===== src/rtl/reg_file_pkg.sv =====
// Shared defaults and derived widths for the ID-stage register file and its return stack.
package reg_file_pkg;

  localparam int DATA_W_DEF      = 19;
  localparam int NREGS_DEF       = 8;
  localparam int PC_W_DEF        = 8;
  localparam int STACK_DEPTH_DEF = 8;

  localparam int RADDR_W_DEF = $clog2(NREGS_DEF);
  localparam int SP_W_DEF    = $clog2(STACK_DEPTH_DEF + 1);

  // Encoding matches the {push, pop} request pair.
  typedef enum logic [1:0] {
    OP_NONE = 2'b00,
    OP_POP  = 2'b01,
    OP_PUSH = 2'b10,
    OP_BOTH = 2'b11
  } stk_op_e;

endpackage


===== src/rtl/pc_stack.sv =====
// Hardware return stack: LIFO of return addresses, saturating pointer,
// registered pop result and sticky overflow/underflow flags.
module pc_stack
  import reg_file_pkg::*;
#(
  parameter  int PC_W        = PC_W_DEF,
  parameter  int STACK_DEPTH = STACK_DEPTH_DEF,
  localparam int SP_W        = $clog2(STACK_DEPTH + 1)
) (
  input  logic            clk,
  input  logic            rst,
  input  logic            push_i,
  input  logic            pop_i,
  input  logic [PC_W-1:0] stack_pc_i,
  input  logic            err_clr_i,
  output logic [PC_W-1:0] pop_pc_o,
  output logic            pop_valid_o,
  output logic [SP_W-1:0] sp_o,
  output logic            full_o,
  output logic            empty_o,
  output logic            ovf_o,
  output logic            unf_o
);

  localparam int IDX_W = $clog2(STACK_DEPTH);

  logic [PC_W-1:0]  stack_q [STACK_DEPTH];
  logic [SP_W-1:0]  sp_q, sp_d;
  logic [PC_W-1:0]  pop_pc_q, pop_pc_d;
  logic             pop_vld_q, pop_vld_d;
  logic             ovf_q, ovf_d, unf_q, unf_d;
  logic             ovf_set, unf_set;
  logic             wr_en;
  logic [IDX_W-1:0] wr_idx;
  logic [IDX_W-1:0] top_idx;
  logic             full, empty;
  stk_op_e          op;

  assign full    = (sp_q == SP_W'(STACK_DEPTH));
  assign empty   = (sp_q == '0);
  assign top_idx = IDX_W'(sp_q - SP_W'(1));
  assign op      = stk_op_e'({push_i, pop_i});

  always_comb begin
    sp_d      = sp_q;
    pop_pc_d  = pop_pc_q;
    pop_vld_d = 1'b0;
    wr_en     = 1'b0;
    wr_idx    = '0;
    ovf_set   = 1'b0;
    unf_set   = 1'b0;
    unique case (op)
      OP_PUSH: begin
        if (!full) begin
          wr_en  = 1'b1;
          wr_idx = IDX_W'(sp_q);
          sp_d   = sp_q + SP_W'(1);
        end else begin
          ovf_set = 1'b1;
        end
      end
      OP_POP: begin
        if (!empty) begin
          pop_pc_d  = stack_q[top_idx];
          pop_vld_d = 1'b1;
          sp_d      = sp_q - SP_W'(1);
        end else begin
          unf_set = 1'b1;
        end
      end
      OP_BOTH: begin
        // RET then CALL: the popped slot is reused for the new return address.
        pop_vld_d = 1'b1;
        if (!empty) begin
          pop_pc_d = stack_q[top_idx];
          wr_en    = 1'b1;
          wr_idx   = top_idx;
        end else begin
          pop_pc_d = stack_pc_i;
        end
      end
      default: ;
    endcase
    ovf_d = err_clr_i ? 1'b0 : (ovf_q | ovf_set);
    unf_d = err_clr_i ? 1'b0 : (unf_q | unf_set);
  end

  always_ff @(posedge clk or posedge rst) begin
    if (rst) begin
      for (int i = 0; i < STACK_DEPTH; i++) stack_q[i] <= '0;
      sp_q      <= '0;
      pop_pc_q  <= '0;
      pop_vld_q <= 1'b0;
      ovf_q     <= 1'b0;
      unf_q     <= 1'b0;
    end else begin
      if (wr_en) stack_q[wr_idx] <= stack_pc_i;
      sp_q      <= sp_d;
      pop_pc_q  <= pop_pc_d;
      pop_vld_q <= pop_vld_d;
      ovf_q     <= ovf_d;
      unf_q     <= unf_d;
    end
  end

  assign pop_pc_o    = pop_pc_q;
  assign pop_valid_o = pop_vld_q;
  assign sp_o        = sp_q;
  assign full_o      = full;
  assign empty_o     = empty;
  assign ovf_o       = ovf_q;
  assign unf_o       = unf_q;

endmodule


===== src/rtl/reg_stack_file.sv =====
// ID-stage general register array (2 async reads, 1 WB write) plus return stack.
// Define REG_BYPASS_EN to forward same-cycle WB write data onto the read ports.
module reg_stack_file
  import reg_file_pkg::*;
#(
  parameter  int DATA_W      = DATA_W_DEF,
  parameter  int NREGS       = NREGS_DEF,
  parameter  int PC_W        = PC_W_DEF,
  parameter  int STACK_DEPTH = STACK_DEPTH_DEF,
  localparam int RADDR_W     = $clog2(NREGS),
  localparam int SP_W        = $clog2(STACK_DEPTH + 1)
) (
  input  logic               clk,
  input  logic               reset,
  input  logic               WB_regwrite,
  input  logic [RADDR_W-1:0] ws,
  input  logic [DATA_W-1:0]  wd,
  input  logic [RADDR_W-1:0] rs1,
  input  logic [RADDR_W-1:0] rs2,
  output logic [DATA_W-1:0]  ID_rd1,
  output logic [DATA_W-1:0]  ID_rd2,
  input  logic               ID_push,
  input  logic               ID_pop,
  input  logic [PC_W-1:0]    stack_pc,
  output logic [PC_W-1:0]    pop_pc,
  output logic               pop_valid,
  output logic [SP_W-1:0]    sp,
  output logic               stk_full,
  output logic               stk_empty,
  output logic               stk_ovf,
  output logic               stk_unf,
  input  logic               err_clr
);

  logic [DATA_W-1:0] regs_q [NREGS];

  // r0 is an ordinary register here, not hard-wired to zero.
  always_ff @(posedge clk or posedge reset) begin
    if (reset) begin
      for (int i = 0; i < NREGS; i++) regs_q[i] <= '0;
    end else if (WB_regwrite) begin
      regs_q[ws] <= wd;
    end
  end

`ifdef REG_BYPASS_EN
  assign ID_rd1 = (WB_regwrite && (ws == rs1)) ? wd : regs_q[rs1];
  assign ID_rd2 = (WB_regwrite && (ws == rs2)) ? wd : regs_q[rs2];
`else
  assign ID_rd1 = regs_q[rs1];
  assign ID_rd2 = regs_q[rs2];
`endif

  pc_stack #(
    .PC_W        (PC_W),
    .STACK_DEPTH (STACK_DEPTH)
  ) u_pc_stack (
    .clk         (clk),
    .rst         (reset),
    .push_i      (ID_push),
    .pop_i       (ID_pop),
    .stack_pc_i  (stack_pc),
    .err_clr_i   (err_clr),
    .pop_pc_o    (pop_pc),
    .pop_valid_o (pop_valid),
    .sp_o        (sp),
    .full_o      (stk_full),
    .empty_o     (stk_empty),
    .ovf_o       (stk_ovf),
    .unf_o       (stk_unf)
  );

endmodule


===== config.mk =====
export PLATFORM = sky130hd
export DESIGN_NAME = reg_stack_file
export DESIGN_NICKNAME = d
export VERILOG_FILES = /design/src/rtl/reg_file_pkg.sv /design/src/rtl/pc_stack.sv /design/src/rtl/reg_stack_file.sv
export SDC_FILE = /design/constraint.sdc
export NUM_CORES = 1
export LEC_CHECK = 0
export BUFFER_PORTS_ARGS = -buffer_cell sky130_fd_sc_hd__buf_4
export CAP_MARGIN = 40
export CORE_UTILIZATION = 54
export DETAILED_ROUTE_END_ITERATION = 8
export PLACE_DENSITY = 0.76
export SYNTH_ARGS = -nofsm -noshare
export SYNTH_HDL_FRONTEND = slang
export SYNTH_SLANG_ARGS = --single-unit

===== constraint.sdc =====
create_clock -name clk -period 6.6 [get_ports clk]
set_input_delay 0.33 -clock clk [delete_from_list [all_inputs] [get_ports clk]]
set_output_delay 0.33 -clock clk [all_outputs]
set_load 0.02 [all_outputs]

After elaboration in Yosys (flattened, before gate mapping)
Cells that the tools add are included.
{"block": "word_totals", "reg_bits": 231, "inputBits": 42, "elab_cells": 84}
{"block": "classes", "n_addsub": 2, "order_cmp": 7, "eq_ne": 6, "n_mux": 34, "bitwise_logic": 7, "n_reduce_logical": 7}
{"op": "152-bit bitwise mux", "count": 1}
{"op": "19-bit binary-select mux with 3-bit select", "count": 2}
{"op": "19-bit two-way mux", "count": 5}
{"op": "64-bit bitwise mux", "count": 1}
{"op": "19-bit demux with 3-bit select", "count": 1}
{"op": "8-bit two-way mux", "count": 5}
{"op": "8-bit binary-select mux with 3-bit select", "count": 1}
{"op": "8-bit demux with 3-bit select", "count": 1}
{"op": "4-bit greater-or-equal comparator (second input constant)", "count": 5}
{"op": "3-bit NOT with 4-bit output", "count": 5}
{"op": "8-bit case mux with 2 select lines", "count": 1}
{"op": "4-bit by 1-bit < comparator with 1-bit output (second input constant)", "count": 2}
{"op": "1-bit two-way mux", "count": 8}
{"op": "4-bit two-way mux", "count": 2}
{"op": "4-bit case mux with 2 select lines", "count": 1}
{"op": "3-bit two-way mux", "count": 2}
{"op": "3-bit case mux with 2 select lines", "count": 1}
{"op": "4-bit by 1-bit adder with 4-bit output (second input constant)", "count": 1}
{"op": "2-bit == test (second input constant)", "count": 2}
{"op": "4-bit == test (second input constant)", "count": 1}
{"op": "4-bit logical NOT", "count": 1}
{"op": "2-bit != test (second input constant)", "count": 2}
{"op": "1-bit case mux with 2 select lines", "count": 2}
{"op": "2-bit nonzero test", "count": 2}
{"op": "6 further kinds", "count": 8}

Depth between registers and ports, before layout
{"block": "logic_depth", "depth_word": 9, "mapped_depth": 10, "depth_no_buf": 6}

Modules after synthesis
A second synthesis with hierarchy kept.
{"block": "hier_totals", "hier_cells": 735, "area_unflattened_um2": 12070.3}
{"module": "reg_stack_file", "n_inst": 1, "cells_per_inst": 462, "area_per_inst_um2": 8219.1, "seq_area_each_um2": 3803.6}
{"module": "pc_stack", "n_inst": 1, "cells_per_inst": 273, "area_per_inst_um2": 3851.2, "seq_area_each_um2": 1976.9}

Least setup slack after synthesis
OpenSTA, ideal clock, no wires.
{"block": "synth_path", "path_kind": "flip-flop to flip-flop", "startpoint": "register u_pc_stack.sp_q[0], in the netlist u_pc_stack.sp_o[0]", "endpoint": "register u_pc_stack.stack_q[32] (netlist name)", "arrival_ps": 3182, "required_time_ps": 6475, "setup_slack_ps": 3293, "stages_incl_launch_ff": 9, "path_buffers": 2, "period_less_slack_ps": 3307, "cell_sequence": "dfrtp_1 > buf_1 > buf_1 > inv_1 > ha_1 > nor3b_2 > o32a_2 > nor4_4 > mux2_2"}
{"block": "synth_via", "elab_chain_len": 9}
{"item": "start: declaration", "line": "pc_stack.sv:28", "rtl": "logic [SP_W-1:0] sp_q, sp_d;"}
{"item": "start signal: assignment", "line": "pc_stack.sv:98", "rtl": "sp_q <= sp_d;"}
{"item": "4-bit logical NOT *", "line": "pc_stack.sv:40", "rtl": "assign empty = (sp_q == '0);"}
{"item": "net stk_empty", "line": "reg_stack_file.sv:29", "rtl": "output logic stk_empty,"}
{"item": "3-bit two-way mux", "line": "pc_stack.sv:74", "rtl": "if (!empty) begin"}
{"item": "3-bit case mux with 2 select lines", "line": "pc_stack.sv:52", "rtl": "unique case (op)"}
{"item": "3-bit NOT with 4-bit output (implied by the code)", "line": "pc_stack.sv:97", "rtl": "if (wr_en) stack_q[wr_idx] <= stack_pc_i;"}
{"item": "4-bit greater-or-equal comparator (implied by the code) or 4-bit by 1-bit < comparator with 1-bit output (tied branches)", "line": "pc_stack.sv:97"}
{"item": "1-bit logical AND (implied by the code)", "line": "pc_stack.sv:97"}
{"item": "8-bit two-way mux (implied by the code)", "line": "pc_stack.sv:97"}
{"item": "8-bit demux with 3-bit select", "line": "pc_stack.sv:97"}
{"item": "64-bit bitwise mux", "line": "pc_stack.sv:97"}
{"item": "end signal: indexed assignment", "line": "pc_stack.sv:97"}
{"item": "end: declaration", "line": "pc_stack.sv:27", "rtl": "logic [PC_W-1:0] stack_q [STACK_DEPTH];"}
Mark *: on every way through the listed nets, which the timed path passes. The rest lies on a longest branch.
A chain may end at the register's enable or synchronous reset.

Final worst setup path
{"block": "layout_path", "startpoint": "register u_pc_stack.sp_q[0], in the netlist u_pc_stack.sp_o[0]", "endpoint": "register u_pc_stack.stack_q[25] (netlist name)"}
{"block": "layout_via", "elab_chain_len": 9}
{"item": "4-bit by 1-bit subtractor with 4-bit output (tied with other cells)", "line": "pc_stack.sv:41", "rtl": "assign top_idx = IDX_W'(sp_q - SP_W'(1));"}
{"item": "3-bit two-way mux (on tied branches)", "line": "pc_stack.sv:74, pc_stack.sv:54"}
{"item": "3-bit case mux with 2 select lines", "line": "pc_stack.sv:52"}
{"item": "3-bit NOT with 4-bit output (implied by the code)", "line": "pc_stack.sv:97"}
{"item": "4-bit greater-or-equal comparator (implied by the code) or 4-bit by 1-bit < comparator with 1-bit output (tied branches)", "line": "pc_stack.sv:97"}
{"item": "1-bit logical AND (implied by the code)", "line": "pc_stack.sv:97"}
{"item": "8-bit two-way mux (implied by the code)", "line": "pc_stack.sv:97"}
{"item": "8-bit demux with 3-bit select", "line": "pc_stack.sv:97"}
{"item": "64-bit bitwise mux", "line": "pc_stack.sv:97"}
Parallel ways exist; a longest one is shown, timed or not.

==> results.py <==
metrics = {
    "global_routing": {
        "grt_antenna_before_repair": 0,
        "grt_start_max_net_pins": 72,
        "global_route.usage.total_pct": 24.9,
        "overflow": 0,
        "first_global_vias": 7704,
        "wire_length_of_the_first_global_routing_pass_mm": 42.7,
    },
    "power_and_ir_drop": {
        "ir_worst_vdd_uv": 286,
        "powerDensity_mw_per_mm2": 398,
        "power_leakage_nw": 5.68,
    },
    "clock_network": {
        "cts_max_level": 1,
        "postCtsSetupBuffers": 0,
        "worst_skew_pair.late_latency_ns": 0.52,
        "clkSinkCount": 231,
        "clock_pin_slew_on_the_worst_setup_and_hold_paths_ns": 0.06,
        "post_cts_resize_count": 0,
        "tritoncts_clock_tree": "yes",
        "cts_buffers": 24,
        "cts.root.buffer_cell": "clkbuf_16",
        "cts_max_path_buffers": 3,
    },
    "setup_path": {
        "critPathBufInv": 1,
        "rr_worst_depth": 6,
        "cp_cell_sequence": "inv_1 -> ha_1 -> nor3b_2 -> o32ai_2 -> nor3_2 -> mux2_2",
        "critical_path.max_fanout": 13,
        "crit_path_end_kind": "register",
        "slowest_delay_ns": 0.66,
        "worst_flop_to_flop_path_endpoint": "u_pc_stack.stack_q[25]",
        "worst_ep_arrival_time_ns": 3.59,
        "family_of_cells_with_the_greatest_summed_delay_on_the_critical_path": "simple AND/OR/NAND/NOR gates",
        "cp.required_ns": 6.99,
        "criticalPathCategory": "register to register",
        "startpoint_kind_of_the_worst_setup_timing_path": "register",
        "critical-path-slowest-cell": "nor3_2",
        "setup.reg_to_reg.worst_slack_ns": 3.40,
        "critical_path.reg2reg.startpoint": "u_pc_stack.sp_o[0]",
    },
    "run": {
        "drv.max_cap_violation_count": 0,
    },
    "synthesis": {
        "register_area_share_after_synthesis_pct": 49.2,
        "syn-instance-count": 742,
        "syn_area_per_cell_um2": 15.8,
        "postSynthRegisterBits": 231,
        "dominantRegCellSynth": "dfrtp_1",
        "synth.yosys.warnings": 0,
        "synth_async_sr_flop_share_pct": 100,
        "synth_edf_count": 0,
        "netlist-cell-type-count": 47,
        "synth_area_mm2": 0.0118,
        "syn_nets": 786,
    },
    "floorplanning": {
        "initial_core_util_pct": 55.6,
        "design.core.area_mm2": 0.0212,
        "dieArea_mm2": 0.0224,
        "io-pin-count": 97,
        "die_y_um": 150,
        "die_width_um": 150,
        "row_count": 53,
    },
    "drt": {
        "routed_wl_mm": 26.8,
        "drtAntennaViolNets": 0,
        "num_vias": 7112,
        "routed_via_density": 6.34,
        "drc": 0,
        "drt-initial-drc-count": 334,
        "routedWlPerCell_um": 24.0,
        "drt_pass1_iterations": 5,
    },
    "timing": {
        "post-route-period-util_pct": 48.5,
        "worst_slack_ns": 3.40,
        "setup-violations-final": 0,
        "fin_tns_setup_ns": 0,
        "fin_worst_skew_ns": 0.00986,
        "timing_worst_slew_pin_value_ns": 0.887,
        "worst_hold_slack_ns": 0.102,
        "slew_headroom_pct": 40.6,
        "maxClockFrequency_mhz": 313,
        "fin_crit_ns": 3.20,
        "final-hold-violation-count": 0,
        "rsz0062_at_grt": "no",
        "report.final.slew_viol_count": 0,
    },
    "cells_and_area": {
        "finalNetCount": 875,
        "area_growth_pct": 16.1,
        "inserted_diodes": 0,
        "final_util_pct": 64.5,
        "finish.instance_area_mm2": 0.0136,
        "drive_gt1_share_pct": 60.8,
    },
    "run_status": {
        "outcome": "completed",
    },
    "worst_hold_path": {
        "path_class_of_the_lowest_slack_min_delay_path": "input pin to register",
        "worst_hold_path.num_cells": 2,
        "holdPathEnd": "regs_q[119]",
        "timing.hold.worst.start": "wd[5]",
    },
    "place": {
        "port_buffers": 96,
        "dp.final_hpwl_mm": 16.7,
        "place.gp.congestion": 0.827,
        "post-place-ws_ns": 3.43,
        "placed_area_mm2": 0.0128,
    },
}
==> layer usage <==
layer	share of wire, %	GRT usage, %	wire [µm]	up-vias
met5	0	0	0	-
met4	2.0	6.17	530	0
met3	4.6	3.20	1240	43
met2	53	44.4	14100	195
met1	41	32.0	11000	3819
li1	-	-	-	3055
==> metrics by stage <==
step	std cells	total power, mW
detailed placement	1078	4.03
finish	1121	5.44
CTS	1121	5.48
global route	1121	5.71
global placement	1074	3.89
floorplan	742	3.47
==> worst register-to-register path, delay by kind of cell, from the launching register on <==
family                   cells  cell delay, ns
AND/OR/NAND/NOR              2            1.18
flip-flops                   1            0.57
adder cells (fa/ha/maj)      1            0.45
multiplexers                 1            0.42
AO/OA/AOI/OAI                1            0.28
buffers and inverters        1            0.18
==> timing repair <==
item / CTS / global route
endpoints found under the setup margin: 0 / 0
endpoints found under the hold margin: 27 / 0
hold buffers: 2 / 0
==> power breakdown <==
part / internal [mW] / total (mW) / switching (mW) / leakage [nW]
combinational: 1.05 / 1.85 / 0.802 / 2.47
sequential: 1.85 / 2.16 / 0.318 / 2.79
clock: 0.872 / 1.42 / 0.548 / 0.417
==> worst max path at each step <==
stage          depth (start not counted)          startpoint                      to
2_1_floorplan                          1               reset               regs_q[0]
3_3_place_gp                           6  u_pc_stack.sp_o[0]   u_pc_stack.stack_q[9]
3_5_place_dp                           6  u_pc_stack.sp_o[0]  u_pc_stack.stack_q[29]
4_1_cts                                6  u_pc_stack.sp_o[0]  u_pc_stack.stack_q[29]
5_1_grt                                6  u_pc_stack.sp_o[0]  u_pc_stack.stack_q[24]
6_report                               6  u_pc_stack.sp_o[0]  u_pc_stack.stack_q[25]
==> flip-flops by register name, summed over array words and instances (netlist names) <==
signal and cells:
u_pc_stack.sp_o 4, u_pc_stack.ovf_o 1, u_pc_stack.pop_pc_o 8, u_pc_stack.unf_o 1, regs_q 152, u_pc_stack.pop_valid_o 1
u_pc_stack.stack_q 64
==> cell families (layout without fill, tap and decap cells) <==
kind of cell / Yosys count / count (layout) / share of synthesized area (%)
mux: 349 / 349 / 42.2
flops: 231 / 231 / 49.2
simple gates: 59 / 59 / 3.62
buf+inv: 56 / 160 / 2.04
compound gates: 40 / 40 / 2.35
xor+xnor: 5 / 5 / 0.373
fa+ha+maj: 2 / 2 / 0.213
==> layout by cell type, fill, tap and decap left out, types with 3 or more instances in the layout <==
cell type and count:
clkbuf_8 8, nor2_1 5, a31oi_1 8, nand4b_1 4, nand2b_1 4, mux2_2 255
nand2_1 18, buf_4 107, nor3_2 4, bufinv_16 3, nor2b_1 5, inv_1 5
a21oi_1 8, nor3_1 3, clkbuf_16 24, mux4_2 92, dfrtp_1 231, nor3b_2 3
xnor2_1 4, o22ai_1 9
==> synthesized netlist by cell type, types with 4 or more instances <==
| master | number | area, µm² |
|---|---|---|
| clkbuf_1 | 26 | 97.6 |
| a21oi_1 | 8 | 40.0 |
| mux2_2 | 255 | 2870 |
| nor3_2 | 4 | 40.0 |
| a31oi_1 | 8 | 50.1 |
| buf_2 | 11 | 55.1 |
| nor2b_1 | 5 | 31.3 |
| nand4b_1 | 4 | 35.0 |
| o22ai_1 | 9 | 56.3 |
| nand2b_1 | 4 | 25.0 |
| buf_1 | 9 | 33.8 |
| nand2_1 | 18 | 67.6 |
| dfrtp_1 | 231 | 5780 |
| inv_1 | 6 | 22.5 |
| nor2_1 | 5 | 18.8 |
| mux4_2 | 92 | 2070 |
| xnor2_1 | 4 | 35.0 |
==> area by class of cell <==
class,instances,area (µm²)
Clock inverter,7,125
Sequential cell,231,5780
Timing Repair Buffer,113,908
Clock buffer,34,718
Multi-Input combinational cell,455,5740
Tap cell,275,344
Inverter,6,26.3
Fill cell,1463,7510
No activity file was read; power rests on OpenSTA's default activity.
